<file path="src/rtl/centering_unit.sv">
`default_nettype none
// ============================================================================
//  Module      : centering_unit
//  Description : Mean-removal stage in front of the whitening covariance unit.
//                Pass 1 accumulates NSAMP multi-channel samples and derives the
//                per-channel mean with an arithmetic shift.  Pass 2 re-streams
//                the same samples and emits (sample - mean), saturated to
//                DATA_W bits, with one cycle of latency.
//  Ports       : CLK_cen, RST_cen (sync, active high)  - clock / reset
//                GO_cen                                 - level enable, low aborts
//                din_valid, din[NCH*DATA_W]             - sample stream in
//                dout_valid, dout[NCH*DATA_W]           - centered stream out
//                mean[NCH*DATA_W]                       - per-channel means
//                CEN_busy, cen_done                     - status
//  Options     : CEN_ROUND_EN - when defined, the mean is rounded half-up
//                instead of floored.  Ports and timing are unchanged.
//  Revision    : 1.0 - initial release
// ============================================================================
module centering_unit #(
    parameter int NCH        = 2,
    parameter int DATA_W     = 24,
    parameter int NSAMP      = 128,
    parameter int LOG2_NSAMP = 7
) (
    input  logic                  CLK_cen,
    input  logic                  RST_cen,
    input  logic                  GO_cen,
    input  logic                  din_valid,
    input  logic [NCH*DATA_W-1:0] din,
    output logic                  dout_valid,
    output logic [NCH*DATA_W-1:0] dout,
    output logic [NCH*DATA_W-1:0] mean,
    output logic                  CEN_busy,
    output logic                  cen_done
);

    // Accumulator is wide enough for NSAMP full-scale samples of either sign.
    localparam int ACC_W = DATA_W + LOG2_NSAMP;

    localparam logic [2:0] S_IDLE = 3'd0;
    localparam logic [2:0] S_SUM  = 3'd1;
    localparam logic [2:0] S_DIV  = 3'd2;
    localparam logic [2:0] S_SUB  = 3'd3;
    localparam logic [2:0] S_DONE = 3'd4;

    localparam logic [LOG2_NSAMP-1:0] c_CNT_LAST = LOG2_NSAMP'(NSAMP - 1);
    localparam logic [LOG2_NSAMP-1:0] c_CNT_ONE  = LOG2_NSAMP'(1);

    logic [2:0]                  r_state;
    logic [LOG2_NSAMP-1:0]       r_cnt;
    logic signed [ACC_W-1:0]     r_acc [NCH];
    logic [NCH*DATA_W-1:0]       r_mean;
    logic [NCH*DATA_W-1:0]       r_dout;
    logic                        r_dout_valid;
    logic                        r_busy;
    logic                        r_done;

    logic signed [ACC_W-1:0]     w_acc_nxt [NCH];
    logic [NCH*DATA_W-1:0]       w_mean_div;
    logic [NCH*DATA_W-1:0]       w_diff_sat;
    logic                        w_last;

    assign w_last = (r_cnt == c_CNT_LAST);

    generate
        for (genvar k = 0; k < NCH; k++) begin : g_ch
            logic signed [DATA_W-1:0] w_din_k;
            logic signed [DATA_W-1:0] w_mean_k;
            logic        [DATA_W:0]   w_diff;

            assign w_din_k  = din[k*DATA_W +: DATA_W];
            assign w_mean_k = r_mean[k*DATA_W +: DATA_W];

            assign w_acc_nxt[k] = r_acc[k] + {{LOG2_NSAMP{w_din_k[DATA_W-1]}}, w_din_k};

            // Only the DATA_W bits directly above the shift are kept, so the
            // shift kind does not matter for the retained bits.
`ifdef CEN_ROUND_EN
            // One extra bit so the rounding constant cannot wrap the sum.
            assign w_mean_div[k*DATA_W +: DATA_W] =
                DATA_W'(({r_acc[k][ACC_W-1], r_acc[k]} +
                         (ACC_W+1)'(1 << (LOG2_NSAMP - 1))) >> LOG2_NSAMP);
`else
            assign w_mean_div[k*DATA_W +: DATA_W] = DATA_W'(r_acc[k] >>> LOG2_NSAMP);
`endif

            // Difference in DATA_W+1 bits; the top two bits disagree exactly
            // when the result is outside the DATA_W range.
            assign w_diff = {w_din_k[DATA_W-1], w_din_k} - {w_mean_k[DATA_W-1], w_mean_k};

            assign w_diff_sat[k*DATA_W +: DATA_W] =
                (w_diff[DATA_W] != w_diff[DATA_W-1]) ?
                    (w_diff[DATA_W] ? {1'b1, {(DATA_W-1){1'b0}}}
                                    : {1'b0, {(DATA_W-1){1'b1}}}) :
                    w_diff[DATA_W-1:0];
        end
    endgenerate

    always_ff @(posedge CLK_cen) begin
        if (RST_cen) begin
            r_state      <= S_IDLE;
            r_cnt        <= '0;
            for (int k = 0; k < NCH; k++) r_acc[k] <= '0;
            r_mean       <= '0;
            r_dout       <= '0;
            r_dout_valid <= 1'b0;
            r_busy       <= 1'b0;
            r_done       <= 1'b0;
        end else begin
            // dout_valid is a single-cycle pulse per accepted SUB sample.
            r_dout_valid <= 1'b0;
            case (r_state)
                S_IDLE: begin
                    if (GO_cen) begin
                        r_state <= S_SUM;
                        r_busy  <= 1'b1;
                        r_cnt   <= '0;
                        for (int k = 0; k < NCH; k++) r_acc[k] <= '0;
                    end
                end
                S_SUM, S_DIV, S_SUB: begin
                    if (!GO_cen) begin
                        // Abort: mean is intentionally kept.
                        r_state <= S_IDLE;
                        r_busy  <= 1'b0;
                        r_cnt   <= '0;
                        for (int k = 0; k < NCH; k++) r_acc[k] <= '0;
                    end else if (r_state == S_SUM) begin
                        if (din_valid) begin
                            for (int k = 0; k < NCH; k++) r_acc[k] <= w_acc_nxt[k];
                            r_cnt <= r_cnt + c_CNT_ONE;
                            if (w_last) r_state <= S_DIV;
                        end
                    end else if (r_state == S_DIV) begin
                        r_mean  <= w_mean_div;
                        r_cnt   <= '0;
                        r_state <= S_SUB;
                    end else if (din_valid) begin
                        r_dout       <= w_diff_sat;
                        r_dout_valid <= 1'b1;
                        r_cnt        <= r_cnt + c_CNT_ONE;
                        if (w_last) begin
                            r_state <= S_DONE;
                            r_busy  <= 1'b0;
                            r_done  <= 1'b1;
                        end
                    end
                end
                S_DONE: begin
                    if (!GO_cen) begin
                        r_state <= S_IDLE;
                        r_done  <= 1'b0;
                    end
                end
                default: begin
                    r_state <= S_IDLE;
                    r_busy  <= 1'b0;
                    r_done  <= 1'b0;
                end
            endcase
        end
    end

    assign dout_valid = r_dout_valid;
    assign dout       = r_dout;
    assign mean       = r_mean;
    assign CEN_busy   = r_busy;
    assign cen_done   = r_done;

endmodule
`default_nettype wire

</file>
<file path="config.mk">
export PLATFORM = sky130hd
export DESIGN_NAME = centering_unit
export DESIGN_NICKNAME = d
export VERILOG_FILES = /design/src/rtl/centering_unit.sv
export SDC_FILE = /design/constraint.sdc
export NUM_CORES = 1
export LEC_CHECK = 0
export ABC_AREA = 0
export BUFFER_PORTS_ARGS = -buffer_cell sky130_fd_sc_hd__buf_2
export CAP_MARGIN = 30
export CORE_MARGIN = 2
export CORE_UTILIZATION = 35
export DETAILED_ROUTE_END_ITERATION = 6
export PLACE_DENSITY = 0.64
export SETUP_SLACK_MARGIN = 0.15
export SLEW_MARGIN = 20
export SYNTH_ARGS = -nofsm -noshare
export SYNTH_HDL_FRONTEND = slang
export SYNTH_SLANG_ARGS = --single-unit
export TNS_END_PERCENT = 100
</file>
<file path="constraint.sdc">
create_clock -name CLK_cen -period 7.4 [get_ports CLK_cen]
set_clock_uncertainty 0.05 [all_clocks]
set_input_delay 0.74 -clock CLK_cen [delete_from_list [all_inputs] [get_ports CLK_cen]]
set_output_delay 0.74 -clock CLK_cen [all_outputs]
set_load 0.05 [all_outputs]
</file>
# Word-level counts from Yosys, hierarchy flattened
# Memory sizes are Yosys's and may differ from the RTL's.
# Cells that the tools add are included.
# totals
reg_bits	109
latch_bits	0
mem_bits_rw	62
romBits	0
input_bits	52
out_inout_bits	99
elab_cells	113
memories	1
# mem_list
memory	depth	width	read_ports	rd_clocked_by_memory_dff	write_ports	line_no	rtl
r_acc	2	31	2	0	2	51	logic signed [ACC_W-1:0] r_acc [NCH];
# op_classes
addsub	5
multipliers	0
n_div	0
n_lt_le_gt_ge	0
n_eq_ne	22
shift	0
muxes	56
n_bitwise	12
n_reduce_logical	10
# op_table
cell	count
31-bit two-way mux	6
24-bit two-way mux	4
31-bit adder	2
24-bit by 24-bit subtractor with 25-bit output	2
7-bit two-way mux	5
1-bit two-way mux	28
3-bit two-way mux	9
4-bit != test (second input constant)	4
2-bit != test (second input constant)	7
7-bit one-hot mux with 2 select lines	1
3-bit != test (second input constant)	4
6-bit AND reduction	2
3-bit one-hot mux with 3 select lines	1
7-bit by 1-bit adder with 7-bit output (second input constant)	1
7-bit == test (second input constant)	1
7-bit AND reduction	1
3-bit by 2-bit == test with 1-bit output (second input constant)	2
1-bit NOT	6
1-bit bitwise OR	6
1-bit one-hot mux with 3 select lines	2
5-bit AND reduction	1
5-bit OR reduction	1
4-bit AND reduction	1
3-bit by 1-bit == test with 1-bit output (second input constant)	1
6 further kinds	7

# Longest topological paths before layout
# Gate-level depths: netlist of run 1.
# logic_depth
word_depth	7
mapped_depth	15

# Worst setup path after synthesis of run 1
# No wires, ideal clock.
# synth_path
kind	register to register
from	register r_mean[1] (netlist: mean[1]) (read register of r_acc)
to	register r_dout[10] (netlist: dout[10])
setup_ns	0.086
t_arrival_ns	3.634
path_slack_ns	3.630
stages_incl_launch_ff	14
path_cell_list	dfxtp_1 > inv_1 > ha_1 > nor2b_1 > o31ai_2 > a311oi_1 > a311o_1 > and3_4 > o21a_1 > a2111oi_4 > xor2_2 > buf_2 > maj3_1 > a211oi_1
# synth_via
elab_chain_len	3
# synth_lines
item	line_no	rtl
from (decl)	52	logic [NCH*DATA_W-1:0] r_mean;
24-bit by 24-bit subtractor with 25-bit output (*)	89	assign w_diff = {w_din_k[DATA_W-1], w_din_k} - {w_mean_k[DATA_W-1], w_mean_k};
24-bit two-way mux / 1-bit != test (equally long branches)	93, 92	
24-bit two-way mux (*)	92	(w_diff[DATA_W] != w_diff[DATA_W-1]) ?
to (signal assigned)	139	r_dout <= w_diff_sat;
to (decl)	53	logic [NCH*DATA_W-1:0] r_dout;
# Mark *: on every way between the ends. The rest lies on a longest branch, timed or not.
# A chain may end at the register's enable or synchronous reset.

# Worst setup path in the final report of run 1
# layout_path
from	input port din[32]
to	register r_dout[42] (netlist: dout[42])
# layout_via
elab_chain_len	3
# layout_lines
item	line_no	rtl
from (decl)	29	input logic [NCH*DATA_W-1:0] din,
24-bit by 24-bit subtractor with 25-bit output (*)	89	
24-bit two-way mux / 1-bit != test (equally long branches)	93, 92	
24-bit two-way mux (*)	92	
# Marks and branches as above.

==> results.py, run 1 <==
metrics = {
    "route": {
        "viasPerCell": 5.300,
        "drt_wl_total_um": 34870,
        "drc_errors": 0,
        "wire_per_inst_um": 17.54,
        "drt_iter0_drc": 611,
        "dr.pass1.iters": 5,
        "final_antenna_net_count": 0,
        "vias": 10540,
    },
    "logic_synthesis": {
        "synthTopCellsByArea": "dfxtp_1 19%, edfxtp_1 16%, ha_1 12%",
        "syn_inst": 1403,
        "synth-seq-area-share_pct": 34.48,
        "synthTopCellsByCount": "181 x nand2_1, 145 x a21oi_1, 134 x nor2_1",
        "synthFlopType": "dfxtp_1",
        "syn_area_mm2": 0.01173,
        "ys_ff_latch": 171,
        "avgSynthCellArea_um2": 8.359,
        "synth_cell_type_count": 67,
        "synth_top_area_cell": "dfxtp_1",
        "async_reset_ff_share_pct": 0,
        "synth_nets": 1568,
        "yosysWarnings": 0,
        "netlist.area_leader.share_pct": 18.61,
        "yosysMostFrequentCell": "nand2_1",
        "synth-edff-count": 62,
    },
    "floorplan": {
        "die_h_um": 187.1,
        "ios": 151,
        "die_w_um": 187.1,
        "start_util_pct": 35.24,
        "rows": 67,
        "die_area_mm2": 0.03499,
        "core_area_mm2": 0.03328,
    },
    "clocking": {
        "cts_tree": "built",
        "cts_resized": 0,
        "cts.path.max_buffers": 2,
        "cts_inserted_buffers": 17,
        "hold_buffers": 0,
        "postCtsSetupBuffers": 0,
        "cts-root-buf": "clkbuf_16",
        "clk_pin_slew_ns": 0.06,
        "clock_latency_ns": 0.45,
        "cts_max_level": 4,
        "numClockSinks": 171,
    },
    "grt": {
        "grt_pass1_vias": 9948,
        "antenna_found_initial": 2,
        "grt-ovfl-total": 0,
        "grt_pass1_wl_um": 55320,
        "grt_usage_pct": 19.97,
        "grt_start_max_net_pins": 64,
    },
    "timing": {
        "fmax_mhz": 257.6,
        "finalSetupTns_ns": 0,
        "hold_violations": 0,
        "fin_crit_ns": 3.882,
        "finalCritPeriodShare_pct": 52.46,
        "worst_pin_slew_ns": 0.9965,
        "finalSetupViolations": 0,
        "final_max_slew_viol_count": 0,
        "max_slew_margin_pct": 33.56,
        "rsz0062_at_grt": "false",
    },
    "placement": {
        "numPortBuffers": 150,
        "place_congestion": 0.8880,
        "dp_hpwl_um": 26150,
        "postPlaceCellArea_mm2": 0.01293,
    },
    "layout": {
        "area_growth_pct": 14.93,
        "final_area_mm2": 0.01348,
        "drive_gt1_share_pct": 14.09,
        "fin_nets": 1692,
        "diodes": 0,
    },
    "pwr": {
        "vdd_ir_drop_max_mv": 0.1786,
        "powerDensity_mw_per_mm2": 174.8,
        "p_leak_nw": 5.603,
    },
    "setup_path": {
        "crit_type": "input port to flip-flop",
        "path_cells": "buf_2, ha_1, a21o_1, a221o_1, a31o_2, a2111oi_0, or3b_2, a21oi_1, xnor2_1, buf_4, and2_1, nand2_1, a31oi_1",
        "crit_path_top_delay_cell": "a2111oi_0",
        "end_kind": "flip-flop",
        "critPathLaunchType": "input port",
        "path_max_fanout": 20,
        "slowest_delay_ns": 0.55,
        "worstPathRequired_ns": 7.72,
        "crit_arrival_ns": 4.20,
    },
    "outcome": {
        "status": "completed",
    },
    "flow_run": {
        "cap_violations": 0,
    },
    "min_path": {
        "hold_class": "flip-flop to flip-flop",
    },
}
==> state kept, by name (all words and copies together) (netlist names) <==
signal      flops
r_cnt           7
CEN_busy        1
cen_done        1
r_acc          62
dout           48
mean           48
dout_valid      1
r_state         3
==> logic make-up after synthesis <==
logic type | count (synthesis) | share of synthesized area [%]
xor gates and xnor gates | 87 | 6.561
AOI/OAI and AO/OA | 407 | 22.22
buffers and inverters | 134 | 4.396
DFF | 171 | 34.48
muxes | 1 | 0.08535
and+or+nand+nor | 465 | 17.81
adders and majority gates | 138 | 14.45
==> where the power goes <==
group / internal [W] / switching [W]
registers: 0.000996 / 0.0000135
logic: 0.000195 / 0.000289
clock network: 0.000474 / 0.000388
total: 0.00166 / 0.000691
==> worst max-delay path, delay by kind of cell <==
| kind | cells | cell delay, ns |
|---|---|---|
| xor+xnor | 1 | 0.14 |
| fa+ha+maj | 1 | 0.36 |
| buf+inv | 2 | 0.40 |
| simple gates | 3 | 0.86 |
| compound gates | 6 | 1.69 |
==> final timing paths <==
kind | from | end | slack (ns) | depth (start not counted)
setup reg to reg | mean[32]$_SDFFE_PP0P_ | dout[42]$_SDFFE_PP0P_ | 3.52 | 13
hold / removal | dout[23]$_SDFFE_PP0P_ | dout[23]$_SDFFE_PP0P_ | 0.41 | 2
setup / recovery | din[32] | dout[42]$_SDFFE_PP0P_ | 3.52 | 13
hold reg to reg | dout[23]$_SDFFE_PP0P_ | dout[23]$_SDFFE_PP0P_ | 0.41 | 2
==> placed cells by master (no fill, tap or decap), types with 37 or more instances in the layout <==
| cell type | synthesis | final |
|---|---|---|
| buf_2 | 4 | 149 |
| nand2_1 | 181 | 181 |
| a21o_1 | 50 | 49 |
| a211oi_1 | 37 | 37 |
| o21ai_0 | 64 | 64 |
| xnor2_1 | 49 | 49 |
| xor2_1 | 37 | 37 |
| ha_1 | 109 | 109 |
| a21oi_1 | 145 | 145 |
| dfxtp_1 | 109 | 109 |
| nor2_1 | 134 | 134 |
| inv_1 | 77 | 77 |
| edfxtp_1 | 62 | 62 |
==> layer usage <==
layer / wire [µm] / up-vias / global-route usage [%]
li1: - / 5272 / -
met1: 16940 / 4981 / 27.85
met2: 15790 / 243 / 32.13
met3: 1499 / 39 / 2.908
met4: 627 / 2 / 5.678
met5: 11 / - / 0
==> area by class of cell <==
| cell class | instances | area (µm²) |
|---|---|---|
| Clock buffer | 25 | 506.7 |
| Clock inverter | 7 | 38.79 |
| Fill cell | 3431 | 19800 |
| Inverter | 77 | 289.0 |
| Multi-Input combinational cell | 1098 | 7188 |
| Sequential cell | 171 | 4044 |
| Tap cell | 448 | 560.5 |
| Timing Repair Buffer | 162 | 850.8 |
==> stage by stage <==
step / utilization [%] / hold WS, ns / power, W / std cells / setup slack, ns
after CTS: 40.50 / 0.4055 / 0.002371 / 1988 / 3.482
after global routing: 40.50 / 0.4211 / 0.002466 / 1988 / 3.131
after floorplan: - / 0.3979 / 0.001383 / 1403 / 3.630
after global placement: 38.79 / 0.3887 / 0.001498 / 1954 / 2.850
after detailed placement: 38.86 / 0.3968 / 0.001507 / 1956 / 3.052
final: 40.50 / 0.4054 / 0.002355 / 1988 / 3.518
Note: power is estimated with default switching activity, not from simulation.
==> run 2, diff against run 1 <==
--- a/config.mk
+++ b/config.mk
@@ -11,7 +11,7 @@
 export CORE_MARGIN = 2
 export CORE_UTILIZATION = 35
 export DETAILED_ROUTE_END_ITERATION = 6
-export PLACE_DENSITY = 0.64
+export PLACE_DENSITY = 0.66
 export SETUP_SLACK_MARGIN = 0.15
 export SLEW_MARGIN = 20
 export SYNTH_ARGS = -nofsm -noshare
==> constraint.sdc (replaced) <==
create_clock -name CLK_cen -period 3.27 [get_ports CLK_cen]
set_clock_uncertainty 0.05 [all_clocks]
set_input_delay 0.327 -clock CLK_cen [delete_from_list [all_inputs] [get_ports CLK_cen]]
set_output_delay 0.327 -clock CLK_cen [all_outputs]
set_load 0.05 [all_outputs]
==> run 2 against run 1 <==
The run now ends with design-rule violations, negative setup slack left. Flip-flop and latch count unchanged. First-iteration DRC count increased by 38%. Sequential share of layout area is 3.5 points lower. Worst setup slack got worse by 3.5 ns. Non-clock buffer count rose by 145. Critical path depth unchanged. Core utilization rose by 6.2 points. Total power is 140% higher. Combinational power rose to 3.0 times the previous value. Count of clock-buffer cells in the layout decreased by 8. Die area unchanged. Cell count increased by 7.4%. Critical endpoint is now dout[21]$_SDFFE_PP0P_. Largest cell class unchanged.
==> results.py, run 2 (synthesized netlist as in run 1, its figures left out) <==
metrics = {
    "layout": {
        "fin_nets": 1838,
        "area_growth_pct": 32.63,
        "fin_cells": 2135,
        "drive_gt1_share_pct": 31.20,
        "largest_reg_flops": 62,
        "top_register": "r_acc",
        "final_area_mm2": 0.01555,
        "final_common_cell": "nand2_1",
        "layout_common_cells": "180 x nand2_1, 149 x buf_2, 142 x buf_4",
    },
    "floorplan": {
        "die_h_um": 187.1,
        "die_area_mm2": 0.03499,
        "start_util_pct": 35.24,
        "core_area_mm2": 0.03328,
        "die_w_um": 187.1,
        "ios": 151,
        "rows": 67,
    },
    "setup_path": {
        "rr_worst_depth": 13,
        "path_max_fanout": 11,
        "crit_arrival_ns": 3.59,
        "critPathLaunchType": "flip-flop",
        "r2r_setup_slack_ns": -0.01,
        "worstPathRequired_ns": 3.58,
        "reg2reg_from": "mean[1]$_SDFFE_PP0P_",
        "reg2reg_to": "dout[21]$_SDFFE_PP0P_",
        "crit_type": "flip-flop to flip-flop",
        "end_kind": "flip-flop",
    },
    "timing": {
        "finalWorstSetupSlack_ns": -0.01195,
        "final_max_slew_viol_count": 0,
        "rsz0062_at_grt": "true",
        "fin_crit_ns": 3.282,
        "worst_pin_slew_ns": 0.8362,
        "finalCritPeriodShare_pct": 100.4,
        "finalSetupViolations": 1,
        "max_slew_margin_pct": 44.26,
        "hold_violations": 0,
        "fmax_mhz": 304.7,
        "finalSetupTns_ns": -0.01195,
    },
    "route": {
        "dr.pass1.iters": 7,
        "viasPerCell": 5.321,
        "vias": 11360,
        "wire_per_inst_um": 17.52,
        "drt_wl_total_um": 37400,
        "drt_iter0_drc": 843,
        "final_antenna_net_count": 0,
        "drc_errors": 2,
    },
    "grt": {
        "grt_pass1_wl_um": 57390,
        "grt_pass1_vias": 10800,
        "grt_usage_pct": 20.45,
        "grt-ovfl-total": 0,
        "antenna_found_initial": 1,
        "grt_start_max_net_pins": 63,
    },
    "placement": {
        "numPortBuffers": 150,
        "dp_hpwl_um": 27380,
        "place_congestion": 0.9358,
        "pre_cts_ws_ns": -0.1655,
        "dpl.cell_count": 2069,
        "postPlaceCellArea_mm2": 0.01411,
    },
    "clocking": {
        "cts_inserted_buffers": 17,
        "cts_tree": "built",
        "clk_pin_slew_ns": 0.07,
        "cts.path.max_buffers": 2,
        "cts-root-buf": "clkbuf_16",
        "hold_buffers": 0,
        "clock_latency_ns": 0.45,
        "cts_max_level": 4,
        "numClockSinks": 171,
    },
    "pwr": {
        "p_leak_nw": 6.497,
        "powerDensity_mw_per_mm2": 369.1,
        "power_w": 0.005740,
        "vdd_ir_drop_max_mv": 0.3794,
    },
    "min_path": {
        "hold_depth": 2,
        "hold_class": "input port to flip-flop",
        "min_from": "GO_cen",
        "whs_endpoint": "r_state[2]$_SDFFE_PP0P_",
    },
    "outcome": {
        "status": "finished with violations",
        "violations": "design-rule violations, negative setup slack",
    },
    "flow_run": {
        "cap_violations": 0,
    },
}
==> run 2: changes by cell type in the layout (fill, tap and decap cells not counted), sizes merged <==
cell,delta
buf,+144
bufinv,+1
clkbuf,-7
clkinv,+1
clkinvlp,+1
diode,+1
inv,+5
o21ai,+1
==> run 2: worst max-delay path, cell delays in order, from the launching register on <==
cell,delay (ns)
dfxtp_4,0.37
inv_4,0.05
ha_4,0.20
nor2b_4,0.13
o31ai_4,0.24
a311oi_2,0.16
a311o_1,0.36
and3_4,0.16
o21a_4,0.22
a2111oi_4,0.34
xor2_2,0.20
clkbuf_16,0.21
maj3_2,0.30
a211oi_2,0.20
==> run 2: through the flow <==
stage	utilization [%]	hold WS, ns
2_1_floorplan	-	0.3979
3_3_place_gp	42.39	0.3901
3_5_place_dp	42.39	0.3918
4_1_cts	44.79	0.1227
5_1_grt	46.73	0.1450
6_report	46.73	0.1427
==> run 2: layout make-up <==
cell class / instances / area [µm²]
Timing Repair Buffer: 307 / 2041
Tap cell: 448 / 560.5
Inverter: 77 / 291.5
Multi-Input combinational cell: 1099 / 7975
Sequential cell: 171 / 4120
Fill cell: 3195 / 17730
Antenna cell: 1 / 2.502
Clock inverter: 15 / 137.6
Clock buffer: 17 / 425.4
==> run 2: metal layers <==
layer | GRT usage (%) | wire length [µm]
met2 | 33.30 | 17670
met5 | 0 | 0
met1 | 27.20 | 16970
met4 | 7.937 | 1068
met3 | 3.227 | 1691
==> run 2: power by group <==
part | leakage, nW | switching (W) | internal [W]
logic | 4.63 | 0.000778 | 0.000664
clock network | 0.273 | 0.000968 | 0.00106
registers | 1.60 | 0.0000336 | 0.00224
==> run 2: worst max path at each step <==
stage | endpoint | start
final | dout[21]$_SDFFE_PP0P_ | mean[1]$_SDFFE_PP0P_
after global routing | dout[21]$_SDFFE_PP0P_ | mean[8]$_SDFFE_PP0P_
after CTS | dout[22]$_SDFFE_PP0P_ | mean[1]$_SDFFE_PP0P_
after detailed placement | dout[22]$_SDFFE_PP0P_ | din[0]
after global placement | dout[22]$_SDFFE_PP0P_ | din[0]
after floorplan | dout[7]$_SDFFE_PP0P_ | mean[1]$_SDFFE_PP0P_
==> run 2: repair_timing <==
action                                  4_1_cts  5_1_grt
cloned                                        0        2
endpoints found under the setup margin       61       70
pin swaps                                    12       53
buffers inserted                             12       18
gates resized for setup                      36      106
==> run 3, diff against run 2 <==
--- a/config.mk
+++ b/config.mk
@@ -8,6 +8,7 @@
 export ABC_AREA = 0
 export BUFFER_PORTS_ARGS = -buffer_cell sky130_fd_sc_hd__buf_2
 export CAP_MARGIN = 30
+export CORE_ASPECT_RATIO = 0.6
 export CORE_MARGIN = 2
 export CORE_UTILIZATION = 35
 export DETAILED_ROUTE_END_ITERATION = 6
==> run 3 against run 2 <==
The flow now finishes without violations. Non-clock buffer count up 13. Global-route usage up 1.3 points. Routed wire length up 5.3%. Cell count up 0.66%. Design area up 1.4%. Critical path depth unchanged. Flip-flop and latch count unchanged. Largest power group is now clock. Highest routed layer is now met5.
==> results.py, run 3 (synthesized netlist as in run 1, its figures left out) <==
metrics = {
    "layout": {
        "final_common_cell": "nand2_1",
        "largest_reg_flops": 62,
        "fin_nets": 1851,
        "area_growth_pct": 34.42,
        "layout_common_cells": "180 x nand2_1, 159 x buf_4, 149 x buf_2",
        "top_register": "r_acc",
        "drive_gt1_share_pct": 31.84,
        "fin_cells": 2149,
        "diodes": 0,
        "final_area_mm2": 0.01576,
    },
    "grt": {
        "grt_pass1_vias": 10680,
        "top_usage_layer": "met1",
        "grt_usage_pct": 21.80,
        "grt_pass1_wl_um": 59520,
        "met3_usage_pct": 5.615,
        "grt_start_max_net_pins": 63,
        "antenna_found_initial": 2,
        "grt_use_met2_pct": 29.99,
        "grt-ovfl-total": 0,
        "met1_usage_pct": 32.87,
    },
    "timing": {
        "finalCritPeriodShare_pct": 99.80,
        "whs_ns": 0.1562,
        "rsz0062_at_grt": "true",
        "final_max_slew_viol_count": 0,
        "hold_violations": 0,
        "max_slew_margin_pct": 42.05,
        "worst_pin_slew_ns": 0.8660,
        "fin_crit_ns": 3.263,
        "finalSetupViolations": 0,
        "fmax_mhz": 306.4,
    },
    "clocking": {
        "cts_max_level": 4,
        "cts_tree": "built",
        "numClockSinks": 171,
        "clk_pin_slew_ns": 0.07,
        "cts.path.max_buffers": 2,
        "cts-root-buf": "clkbuf_16",
        "clock_latency_ns": 0.45,
        "cts_inserted_buffers": 17,
        "hold_buffers": 0,
    },
    "pwr": {
        "combPwrFrac_pct": 24.4,
        "p_int_w": 0.004208,
        "p_leak_nw": 6.593,
        "power_w": 0.006026,
        "vdd_ir_drop_max_mv": 0.3693,
        "powerDensity_mw_per_mm2": 382.2,
        "power_frac_seq_pct": 37.7,
        "p_sw_w": 0.001817,
        "p_sw_share_pct": 30.16,
        "p_clk_share_pct": 37.9,
    },
    "route": {
        "dr.pass1.iters": 5,
        "drt_iter0_drc": 899,
        "wire_per_inst_um": 18.33,
        "viasPerCell": 5.324,
        "final_antenna_net_count": 0,
        "vias": 11440,
        "drc_errors": 0,
        "drt_wl_total_um": 39400,
    },
    "flow_run": {
        "cap_violations": 0,
    },
    "floorplan": {
        "rows": 51,
        "start_util_pct": 35.83,
        "ios": 151,
        "die_h_um": 145.8,
        "core_area_mm2": 0.03274,
        "die_area_mm2": 0.03504,
        "die_w_um": 240.3,
    },
    "setup_path": {
        "end_kind": "flip-flop",
        "worstPathRequired_ns": 3.59,
        "path_max_fanout": 9,
        "crit_type": "flip-flop to flip-flop",
        "critPathLaunchType": "flip-flop",
        "crit_arrival_ns": 3.58,
    },
    "placement": {
        "dp_hpwl_um": 28840,
        "place_congestion": 0.9405,
        "dpl.cell_count": 2080,
        "postPlaceCellArea_mm2": 0.01414,
        "numPortBuffers": 150,
    },
    "outcome": {
        "status": "completed",
    },
    "min_path": {
        "hold_class": "input port to flip-flop",
    },
}
## run 3: changes by cell type in the layout (fill, tap and decap cells not counted), moves of 5 or more
| cell | change |
|---|---|
| buf_4 | +17 |
| o21ai_1 | -7 |
| maj3_1 | +5 |
| maj3_2 | -5 |
| o21ai_2 | +5 |
## run 3: timing repair
action / 4_1_cts / 5_1_grt
buffers inserted: 16 / 19
pin swaps: 20 / 77
resized for setup: 40 / 111
endpoints found under the setup margin: 69 / 73
gates cloned: 0 / 2
## run 3: worst max-delay path, cell delays in order (launching register included)
cell and delay [ns]:
dfxtp_4 0.36, inv_1 0.05, ha_1 0.21, a211oi_4 0.25
buf_4 0.16, a311oi_4 0.13, a311o_1 0.37, and3_4 0.17
o21a_4 0.23, a2111oi_4 0.34, xor2_2 0.14, buf_6 0.16
maj3_1 0.35, a211oi_1 0.20
## run 3: layout make-up
class	count	area (µm²)
multi-input combinational	1099	8077
sequential	171	4113
clock buffer	18	429.2
clock inverter	14	205.2
inverter	77	294.0
fill	3118	16970
timing repair buffer	320	2083
tap	450	563.0
## run 3: stage by stage
step / setup WS [ns] / setup TNS, ns / utilization, %
4_1_cts: 0.01453 / 0 / 46.08
6_report: 0.006610 / 0 / 48.16
3_5_place_dp: -0.2116 / -5.264 / 43.19
5_1_grt: -0.08622 / -0.9499 / 48.16
2_1_floorplan: 0.03119 / 0 / -
3_3_place_gp: -0.1201 / -2.850 / 43.19
## run 3: worst paths after layout
kind	end	cells past startpoint	slack, ns	startpoint
worst max register to register	dout[1]$_SDFFE_PP0P_	13	0.007	mean[4]$_SDFFE_PP0P_
worst min register to register	dout[44]$_SDFFE_PP0P_	2	0.40	dout[44]$_SDFFE_PP0P_
worst max-delay path	dout[1]$_SDFFE_PP0P_	13	0.007	mean[4]$_SDFFE_PP0P_
worst min-delay path	r_state[2]$_SDFFE_PP0P_	2	0.16	GO_cen
## run 3: routing by layer
layer	routed length, µm	share of wire (%)	vias up
li1	-	-	5587
met1	19160	49	5443
met2	16100	41	363
met3	3282	8.3	44
met4	827	2.1	4
met5	27	0.069	-
## run 3: power groups by stage
stage / combinational (W) / sequential (W) / clock (W)
finish: 0.00147 / 0.00227 / 0.00228
global route: 0.00160 / 0.00228 / 0.00242
global placement: 0.00124 / 0.00232 / 0
floorplan: 0.000846 / 0.00231 / 0
CTS: 0.00133 / 0.00227 / 0.00233
detailed placement: 0.00126 / 0.00232 / 0
